$ cat src/rtl/y_chopper.sv
// y_chopper: vertical crop stage on the AXI-stream pixel path.
// Forwards lines [y_start, y_start+y_size) of each frame, re-encodes tuser
// sync codes (bit0 SOF, bit1 EOF, bit2 SOL, bit3 EOL) and flags malformed frames.
// Optional build macro Y_CHOPPER_SUBSAMPLE_EN adds aclk_y_skip for line subsampling.
module y_chopper #(
  parameter int DATA_W = 64,
  parameter int USER_W = 4,
  parameter int CNT_W  = 16
) (
  input  logic              aclk,
  input  logic              aclk_reset,
  input  logic [CNT_W-1:0]  aclk_y_start,
  input  logic [CNT_W-1:0]  aclk_y_size,
  output logic              aclk_s_tready,
  input  logic              aclk_s_tvalid,
  input  logic [USER_W-1:0] aclk_s_tuser,
  input  logic              aclk_s_tlast,
  input  logic [DATA_W-1:0] aclk_s_tdata,
  input  logic              aclk_m_tready,
  output logic              aclk_m_tvalid,
  output logic [USER_W-1:0] aclk_m_tuser,
  output logic              aclk_m_tlast,
  output logic [DATA_W-1:0] aclk_m_tdata,
  output logic              aclk_frame_error
`ifdef Y_CHOPPER_SUBSAMPLE_EN
  ,
  input  logic [3:0]        aclk_y_skip
`endif
);

  localparam int WW = CNT_W + 2;

  typedef enum logic [1:0] {WAIT_SOF, KEEP, DROP, WAIT_SOL} state_t;

  state_t           state;
  logic [CNT_W-1:0] cnt;
  logic [CNT_W-1:0] y_start_r;
  logic [CNT_W-1:0] y_size_r;
  logic [3:0]       skip_r;
  logic [3:0]       phase;
  logic             sent_any;
  logic             done;

  logic [3:0]       skip_in;
`ifdef Y_CHOPPER_SUBSAMPLE_EN
  assign skip_in = aclk_y_skip;
`else
  assign skip_in = '0;
`endif

  logic unused_tuser;
  assign unused_tuser = ^aclk_s_tuser;

  logic              acc, sof_beat, sol_beat, line_start, in_line;
  logic              s_eof, end_beat;
  logic [CNT_W-1:0]  cur_cnt, cur_start, cur_size, cnt_inc;
  logic [3:0]        cur_skip, cur_phase, phase_adv;
  logic              cur_sent, cur_done;
  logic [CNT_W:0]    win_end;
  logic [WW-1:0]     reach;
  logic              in_window, kept_now, keep_beat, last_kept_line, eof_emit;
  logic              err_next;
  logic [USER_W-1:0] user_out;

  // Stalled output only blocks input when the beat could be kept; a non-SOF beat
  // in DROP can never be kept, so it keeps flowing.
  assign aclk_s_tready = ~aclk_m_tvalid | aclk_m_tready |
                         ((state == DROP) & ~aclk_s_tuser[0]);

  // Per-beat decode: an SOF beat restarts the frame, so it sees fresh config and counters.
  always_comb begin
    acc        = aclk_s_tvalid & aclk_s_tready;
    s_eof      = aclk_s_tuser[1];
    sof_beat   = acc & aclk_s_tuser[0];
    sol_beat   = acc & ~aclk_s_tuser[0] & aclk_s_tuser[2] & (state == WAIT_SOL);
    line_start = sof_beat | sol_beat;
    in_line    = line_start |
                 (acc & ~aclk_s_tuser[0] & ((state == KEEP) | (state == DROP)));

    cur_cnt   = sof_beat ? '0 : cnt;
    cur_phase = sof_beat ? '0 : phase;
    cur_sent  = sof_beat ? 1'b0 : sent_any;
    cur_done  = sof_beat ? 1'b0 : done;
    cur_start = sof_beat ? aclk_y_start : y_start_r;
    cur_size  = sof_beat ? aclk_y_size  : y_size_r;
    cur_skip  = sof_beat ? skip_in      : skip_r;

    win_end        = {1'b0, cur_start} + {1'b0, cur_size};
    reach          = WW'(cur_cnt) + WW'(cur_skip) + WW'(1);
    in_window      = (cur_cnt >= cur_start) && ({1'b0, cur_cnt} < win_end);
    last_kept_line = reach >= {1'b0, win_end};
    kept_now       = line_start ? (in_window && (cur_phase == 4'd0)) : (state == KEEP);
    keep_beat      = in_line & kept_now;
    end_beat       = aclk_s_tlast | s_eof;
    eof_emit       = end_beat & (last_kept_line | s_eof);

    cnt_inc   = (cur_cnt == '1) ? cur_cnt : cur_cnt + 1'b1;
    phase_adv = (cur_phase == cur_skip) ? 4'd0 : cur_phase + 4'd1;

    user_out = '0;
    if (line_start) begin
      if (cur_sent) user_out[2] = 1'b1;
      else          user_out[0] = 1'b1;
    end
    if (end_beat) begin
      if (eof_emit) user_out[1] = 1'b1;
      else          user_out[3] = 1'b1;
    end

    err_next = (sof_beat & (state != WAIT_SOF)) |
               (in_line & ~kept_now & s_eof & cur_sent & ~cur_done);
  end

  // Frame/line FSM, counters and registered output stage.
  always_ff @(posedge aclk) begin
    if (aclk_reset) begin
      state            <= WAIT_SOF;
      cnt              <= '0;
      y_start_r        <= '0;
      y_size_r         <= '0;
      skip_r           <= '0;
      phase            <= '0;
      sent_any         <= 1'b0;
      done             <= 1'b0;
      aclk_m_tvalid    <= 1'b0;
      aclk_m_tuser     <= '0;
      aclk_m_tlast     <= 1'b0;
      aclk_m_tdata     <= '0;
      aclk_frame_error <= 1'b0;
    end else begin
      aclk_frame_error <= err_next;

      if (sof_beat) begin
        y_start_r <= aclk_y_start;
        y_size_r  <= aclk_y_size;
        skip_r    <= skip_in;
      end

      if (in_line) begin
        sent_any <= cur_sent | keep_beat;
        done     <= cur_done | (keep_beat & eof_emit);
        cnt      <= aclk_s_tlast ? cnt_inc : cur_cnt;
        phase    <= (aclk_s_tlast && in_window) ? phase_adv : cur_phase;
        if (s_eof)             state <= WAIT_SOF;
        else if (aclk_s_tlast) state <= WAIT_SOL;
        else if (kept_now)     state <= KEEP;
        else                   state <= DROP;
      end else if (acc && s_eof) begin
        state <= WAIT_SOF;
      end

      if (keep_beat) begin
        aclk_m_tvalid <= 1'b1;
        aclk_m_tuser  <= user_out;
        aclk_m_tlast  <= aclk_s_tlast;
        aclk_m_tdata  <= aclk_s_tdata;
      end else if (aclk_m_tready) begin
        aclk_m_tvalid <= 1'b0;
      end
    end
  end

endmodule

$ cat config.mk
export PLATFORM = sky130hd
export DESIGN_NAME = y_chopper
export DESIGN_NICKNAME = d
export VERILOG_FILES = /design/src/rtl/y_chopper.sv
export SDC_FILE = /design/constraint.sdc
export NUM_CORES = 1
export LEC_CHECK = 0
export ABC_AREA = 0
export BUFFER_PORTS_ARGS = -buffer_cell sky130_fd_sc_hd__clkbuf_2
export CAP_MARGIN = 40
export CORE_MARGIN = 1
export CORE_UTILIZATION = 55
export DETAILED_ROUTE_END_ITERATION = 6
export PLACE_DENSITY = 0.92
export SLEW_MARGIN = 0
export SYNTH_ARGS = -nofsm -noshare
export SYNTH_HDL_FRONTEND = slang
export SYNTH_SLANG_ARGS = --single-unit
$ cat constraint.sdc
create_clock -name aclk -period 7.6 [get_ports aclk]
set_clock_uncertainty 0.1 [all_clocks]
set_input_delay 0.76 -clock aclk [delete_from_list [all_inputs] [get_ports aclk]]
set_output_delay 0.76 -clock aclk [all_outputs]
set_load 0.1 [all_outputs]
==> flow_metrics.tcl, run 1 <==
set metrics [dict create \
    outcome "complete, no violations" \
    drtIter0Drc 433 \
    synth_compound_area_share_pct 12.3 \
    yosys_warnings 0 \
    power_leakage_nw 4.55 \
    path_class "in2reg" \
    syn_inst 931 \
    setup_viol 0 \
    syn_area_per_cell_um2 8.30 \
    tightestPinTransition_ns 0.873 \
    drv_slew 0 \
    hold_viol 0 \
    synth_area_leaders "dfxtp_1 (34%), ha_1 (12%), nand2_1 (11%)" \
    hold_class "reg2reg" \
    max_cap_viol_count 0 \
    synth_top_family_by_area "simple AND/OR/NAND/NOR gates" \
    cts_setup_buffers 0 \
    start_util_pct 57.4 \
    antenna_cells 0 \
    gp_congestion 0.888 \
    cts-resized-gates 0 \
    critPathCaptureType "flop" \
    yosysSeqAreaShare_pct 34.0 \
    utilization_pct 69.7 \
    numPortBuffers 175 \
    syn2layout_area_growth_pct 21.5 \
    arrival_ns 6.84 \
    antenna_found_initial 0 \
    period_minus_slack_ns 6.59 \
    cts-root-buf "clkbuf_16" \
    fin_setup_tns_ns 0 \
    hold_buffers 0 \
    cts_made_buffers 17 \
    finalNonFillerCells 1282 \
    dr.pass1.iters 5 \
    dp_hpwl_mm 14.5 \
    cts_sinks 131 \
    synth_area_um2 7720 \
    relSlewSlack_pct 41.6 \
    num_vias 7222 \
    synth_top_area_share_pct 34.0 \
    grt_overflow 0 \
    ys_seq_elements 131 \
    synth.mux.area_fraction_pct 10.5 \
    powerDensity_nw_per_um2 199 \
    synth_ff_type "dfxtp_1" \
    wl_mm 19.9 \
    synth_edf_count 0 \
    required_ns 7.85 \
    synthSimpleGateAreaFrac_pct 21.4 \
    clk_pin_slew_ns 0.06 \
    syn-num-nets 1111 \
    cts_tree "built" \
    ant_nets 0 \
    via_per_inst 5.63 \
    vdd_drop_max_uv 151 \
    synth.distinct_cells 61 \
    clock_latency_ns 0.43 \
    rsz0062_at_grt "false" \
    fp-row-count 42 \
    coreArea_um2 13500 \
    synth-adder-area-share_pct 12.3 \
    grt_usage_pct 28.4 \
    hold_slack_ns 0.351 \
    synth.largest_area_cell "dfxtp_1" \
    die_area_um2 14500 \
    worstPathMaxFanout 66 \
    grt_pass1_wl_mm 32.7 \
    ios 177 \
    final_nets 1275 \
    fmax_mhz 152 \
    routedWlPerCell_um 15.5 \
    fillers 997 \
    worstSetupStartpointType "input pin" \
    synthXorXnorAreaFrac_pct 5.44 \
    die_w_um 121 \
    p_total_w 0.00186 \
    die_h_um 121 \
    drive_gt1_share_pct 21.2 \
    grt_start_max_net_pins 77 \
    cts_buffer_depth 2 \
    placed_cells 1252 \
    final.period_utilization_pct 86.7 \
    synthArstFlopShare_pct 0 \
    drcViolationCount 0 \
    h-tree-depth 4 \
    grt_pass1_vias 7137 \
]
-- sequential cells by signal, summed over array words and instances, names as in the netlist --
signal            count
aclk_m_tlast          1
aclk_m_tdata         64
aclk_m_tvalid         1
phase                 4
aclk_m_tuser          4
done                  1
state                 2
aclk_frame_error      1
sent_any              1
skip_r                4
y_start_r            16
cnt                  16
y_size_r             16
-- through the flow --
stage | worst slack (ns) | instance area (µm²)
final | 1.01 | 9380
after global routing | 0.523 | 9380
after CTS | 1.04 | 9380
after detailed placement | 0.667 | 8760
after global placement | 0.906 | 8730
after floorplan | 1.22 | 7720
-- worst max-delay path, stage by stage --
cell and delay, ns:
clkbuf_2 0.10, nand2b_1 0.29, nand2_2 0.42, mux2i_1 0.48, inv_1 0.09, ha_1 0.34, a211oi_1 0.23, o21ai_0 0.11
o21ai_0 0.23, o221ai_2 0.19, or4_1 0.46, a31o_1 0.23, o41ai_2 0.26, xor2_1 0.15, ha_1 0.22, a2111oi_0 0.54
o311ai_0 0.23, o21a_1 0.25, a21o_1 0.34, o21ai_4 0.22, buf_12 0.39, mux2i_1 0.26
-- placed cells by master (no fill, tap or decap), types with 16 or more instances in the layout --
cell type  Yosys  routed
a21oi_1       53      53
nand2_1      222     221
clkbuf_16      0      17
xnor2_1       26      26
a21o_1        16      16
nand3_1       21      21
ha_1          73      73
inv_1         37      37
nor2_1        61      60
mux2i_1       81      81
xor2_1        22      22
clkbuf_2       0     175
dfxtp_1      131     131
o21ai_0       25      25
-- logic make-up (layout without fill, tap and decap cells) --
logic type,after synthesis,after routing
AND/OR/NAND/NOR,373,373
AO/OA/AOI/OAI,146,146
flip-flops,131,131
multiplexers,81,81
buffers and inverters,77,252
adder cells (fa/ha/maj),75,75
XOR/XNOR,48,48
-- where the power goes --
part,total (W),internal (W),switching [W]
sequential,0.000709,0.000702,0.00000662
clock,0.000866,0.000555,0.000312
combinational,0.000288,0.0000992,0.000188
total,0.00186,0.00136,0.000507
-- cell usage after synthesis, types with 3 or more instances --
cell       count
a211o_1        4
a211oi_1       4
a21o_1        16
a21oi_1       53
a31oi_1        5
and2_1         8
and3_1        10
buf_2          3
buf_4          4
clkbuf_1      29
dfxtp_1      131
ha_1          73
inv_1         37
mux2i_1       81
nand2_1      222
nand2b_1      12
nand3_1       21
nand4_1        6
nor2_1        61
nor2b_1        7
nor3_1         6
o2111ai_1      3
o211ai_1       6
o21a_1         3
o21ai_0       25
o21ai_1        4
o311ai_0       3
or3_1          3
or4_1          3
xnor2_1       26
xor2_1        22
-- final timing paths --
check	startpoint	to	slack [ns]	cells past startpoint
setup / recovery	aclk_m_tready	aclk_m_tdata[27]	1.01	22
setup reg to reg	aclk_m_tvalid	aclk_m_tdata[27]	1.19	21
hold reg to reg	aclk_m_tdata[3]	aclk_m_tdata[3]	0.35	2
hold / removal	aclk_m_tdata[3]	aclk_m_tdata[3]	0.35	2
-- area by class of cell --
class	count	area (µm²)	area share, %
multi-input cells	723	4800	51.2
flip-flops and latches	131	2620	28.0
repair buffers	183	968	10.3
clock buffers	18	439	4.68
well taps	176	220	2.35
clock inverters	12	181	1.93
inverters	39	149	1.59
-- layer usage --
metal  wire [µm]  track usage (%)  vias to the layer above
met5           0                0                        -
met4         648             15.0                        0
met3        1040             6.89                       64
met2        9960             50.0                      244
met1        8270             31.4                     3397
li1            -                -                     3517
Note: power is estimated with default switching activity, not from simulation.
==> run 2: changes to the inputs <==
Settings changed: CELL_PAD_IN_SITES_DETAIL_PLACEMENT set to 1, CELL_PAD_IN_SITES_GLOBAL_PLACEMENT set to 2, CORE_UTILIZATION 55 to 32.
==> run 2 against run 1 <==
  * Core utilization down 29 points
  * Highest routed layer unchanged
  * Critical path depth unchanged
  * Die area up 71%
  * Sequential cell count unchanged
  * Register-to-register slack about the same
  * Global-route usage down 10 points
==> flow_metrics.tcl, run 2 (synthesized netlist as in run 1, its figures left out) <==
set metrics [dict create \
    outcome "complete, no violations" \
    fin_setup_tns_ns 0 \
    final_nets 1274 \
    grt_usage_pct 17.9 \
    hold_class "reg2reg" \
    start_util_pct 32.8 \
    routedWlPerCell_um 15.3 \
    top_register "aclk_m_tdata" \
    hold_viol 0 \
    via_per_inst 4.89 \
    swShare_pct 31.5 \
    cts_made_buffers 17 \
    p_sw_w 0.000565 \
    setup_viol 0 \
    period_minus_slack_ns 6.58 \
    fmax_mhz 152 \
    worstPathMaxFanout 66 \
    cts_setup_buffers 0 \
    utilization_pct 40.3 \
    antenna_found_initial 0 \
    tightestPinTransition_ns 0.825 \
    final.period_utilization_pct 86.6 \
    cts_sinks 131 \
    die_h_um 157 \
    seqPwrFrac_pct 39.4 \
    highest_layer "met4" \
    drv_slew 0 \
    grt_start_max_net_pins 82 \
    rsz0062_at_grt "false" \
    grt_pass1_wl_mm 35.1 \
    cts-root-buf "clkbuf_16" \
    vdd_drop_max_uv 109 \
    die_w_um 157 \
    wl_met1_mm 9.47 \
    die_area_um2 24800 \
    arrival_ns 6.83 \
    h-tree-depth 4 \
    clkPwrFrac_pct 44.7 \
    p_int_w 0.00123 \
    final_cell_mix "nand2_1 (221), clkbuf_2 (175), dfxtp_1 (131)" \
    cts_tree "built" \
    gp_congestion 0.791 \
    power_leakage_nw 4.52 \
    p_comb_share_pct 15.9 \
    wl_mm 21.8 \
    required_ns 7.85 \
    fp-row-count 56 \
    powerDensity_nw_per_um2 189 \
    design_area_um2 9490 \
    cts_buffer_depth 2 \
    worstSetupStartpointType "input pin" \
    critPathCaptureType "flop" \
    max_cap_viol_count 0 \
    dr.pass1.iters 4 \
    grt_pass1_vias 7029 \
    clock_latency_ns 0.43 \
    coreArea_um2 23500 \
    hold_buffers 0 \
    clk_pin_slew_ns 0.06 \
    final_common_cell "nand2_1" \
    ant_nets 0 \
    drtIter0Drc 256 \
    largest_reg_flops 64 \
    wl_met2_mm 11.5 \
    wl_met3_um 530 \
    numPortBuffers 175 \
    cts-resized-gates 0 \
    multi_input_area_um2 4800 \
    dp_hpwl_mm 16.4 \
    num_vias 6969 \
    path_class "in2reg" \
    ios 177 \
    fillers 2937 \
    seqCellArea_um2 2620 \
    drive_gt1_share_pct 21.3 \
    antenna_cells 0 \
    drcViolationCount 0 \
    relSlewSlack_pct 44.3 \
    dpl_cell_area_um2 8930 \
    grt_overflow 0 \
    syn2layout_area_growth_pct 22.9 \
]
-- run 2: changes by cell type in the layout (fill, tap and decap cells not counted), moves of 2 or more --
cell,delta
bufinv_16,-4
clkinv_4,-2
inv_6,+5
inv_8,+3
-- run 2: worst max-delay path: stages --
cell and delay [ns]:
clkbuf_2 0.11, nand2b_1 0.27, nand2_2 0.37, mux2i_1 0.45
inv_1 0.09, ha_1 0.32, a211oi_1 0.27, o21ai_0 0.13
o21ai_0 0.20, o221ai_2 0.16, or4_1 0.48, a31o_1 0.23
o41ai_2 0.24, xor2_1 0.16, ha_1 0.23, a2111oi_0 0.57
o311ai_0 0.28, o21a_1 0.26, a21o_1 0.34, o21ai_4 0.22
buf_12 0.36, mux2i_1 0.25
-- run 2: cell type report --
class	instances	share of cell area [%]
Tap cell	319	4.21
Clock inverter	15	1.48
Timing Repair Buffer	182	10.0
Inverter	39	1.57
Sequential cell	131	27.6
Multi-Input combinational cell	723	50.6
Clock buffer	17	4.48
-- run 2: metrics by stage --
step                      hold slack [ns]  total power [W]  setup slack, ns  instances
after CTS                           0.359          0.00182             1.02       1426
after global placement              0.333          0.00100            0.741       1394
after global routing                0.374          0.00188            0.502       1426
after floorplan                     0.318         0.000924             1.22        931
final                               0.357          0.00180             1.02       1426
after detailed placement            0.346          0.00101            0.633       1394
-- run 2: power by group through the flow --
stage	registers (W)	logic, W	clock network (W)
finish	0.000708	0.000286	0.000804
global route	0.000709	0.000322	0.000851
CTS	0.000708	0.000290	0.000823
detailed placement	0.000724	0.000287	0
global placement	0.000723	0.000279	0
floorplan	0.000765	0.000159	0
-- run 2: final timing paths --
path              depth (start not counted)  slack, ns               end     startpoint
setup reg to reg                         21       1.19  aclk_m_tdata[40]  aclk_m_tvalid
setup / recovery                         22       1.02  aclk_m_tdata[40]  aclk_m_tready
hold reg to reg                           2       0.36              done           done
hold / removal                            2       0.36              done           done
-- run 2: per-layer routing --
layer / vias to the layer above / track usage [%]
li1: 3509 / -
met1: 3366 / 21.1
met2: 77 / 33.2
met3: 17 / 3.17
met4: 0 / 4.48
met5: - / 0
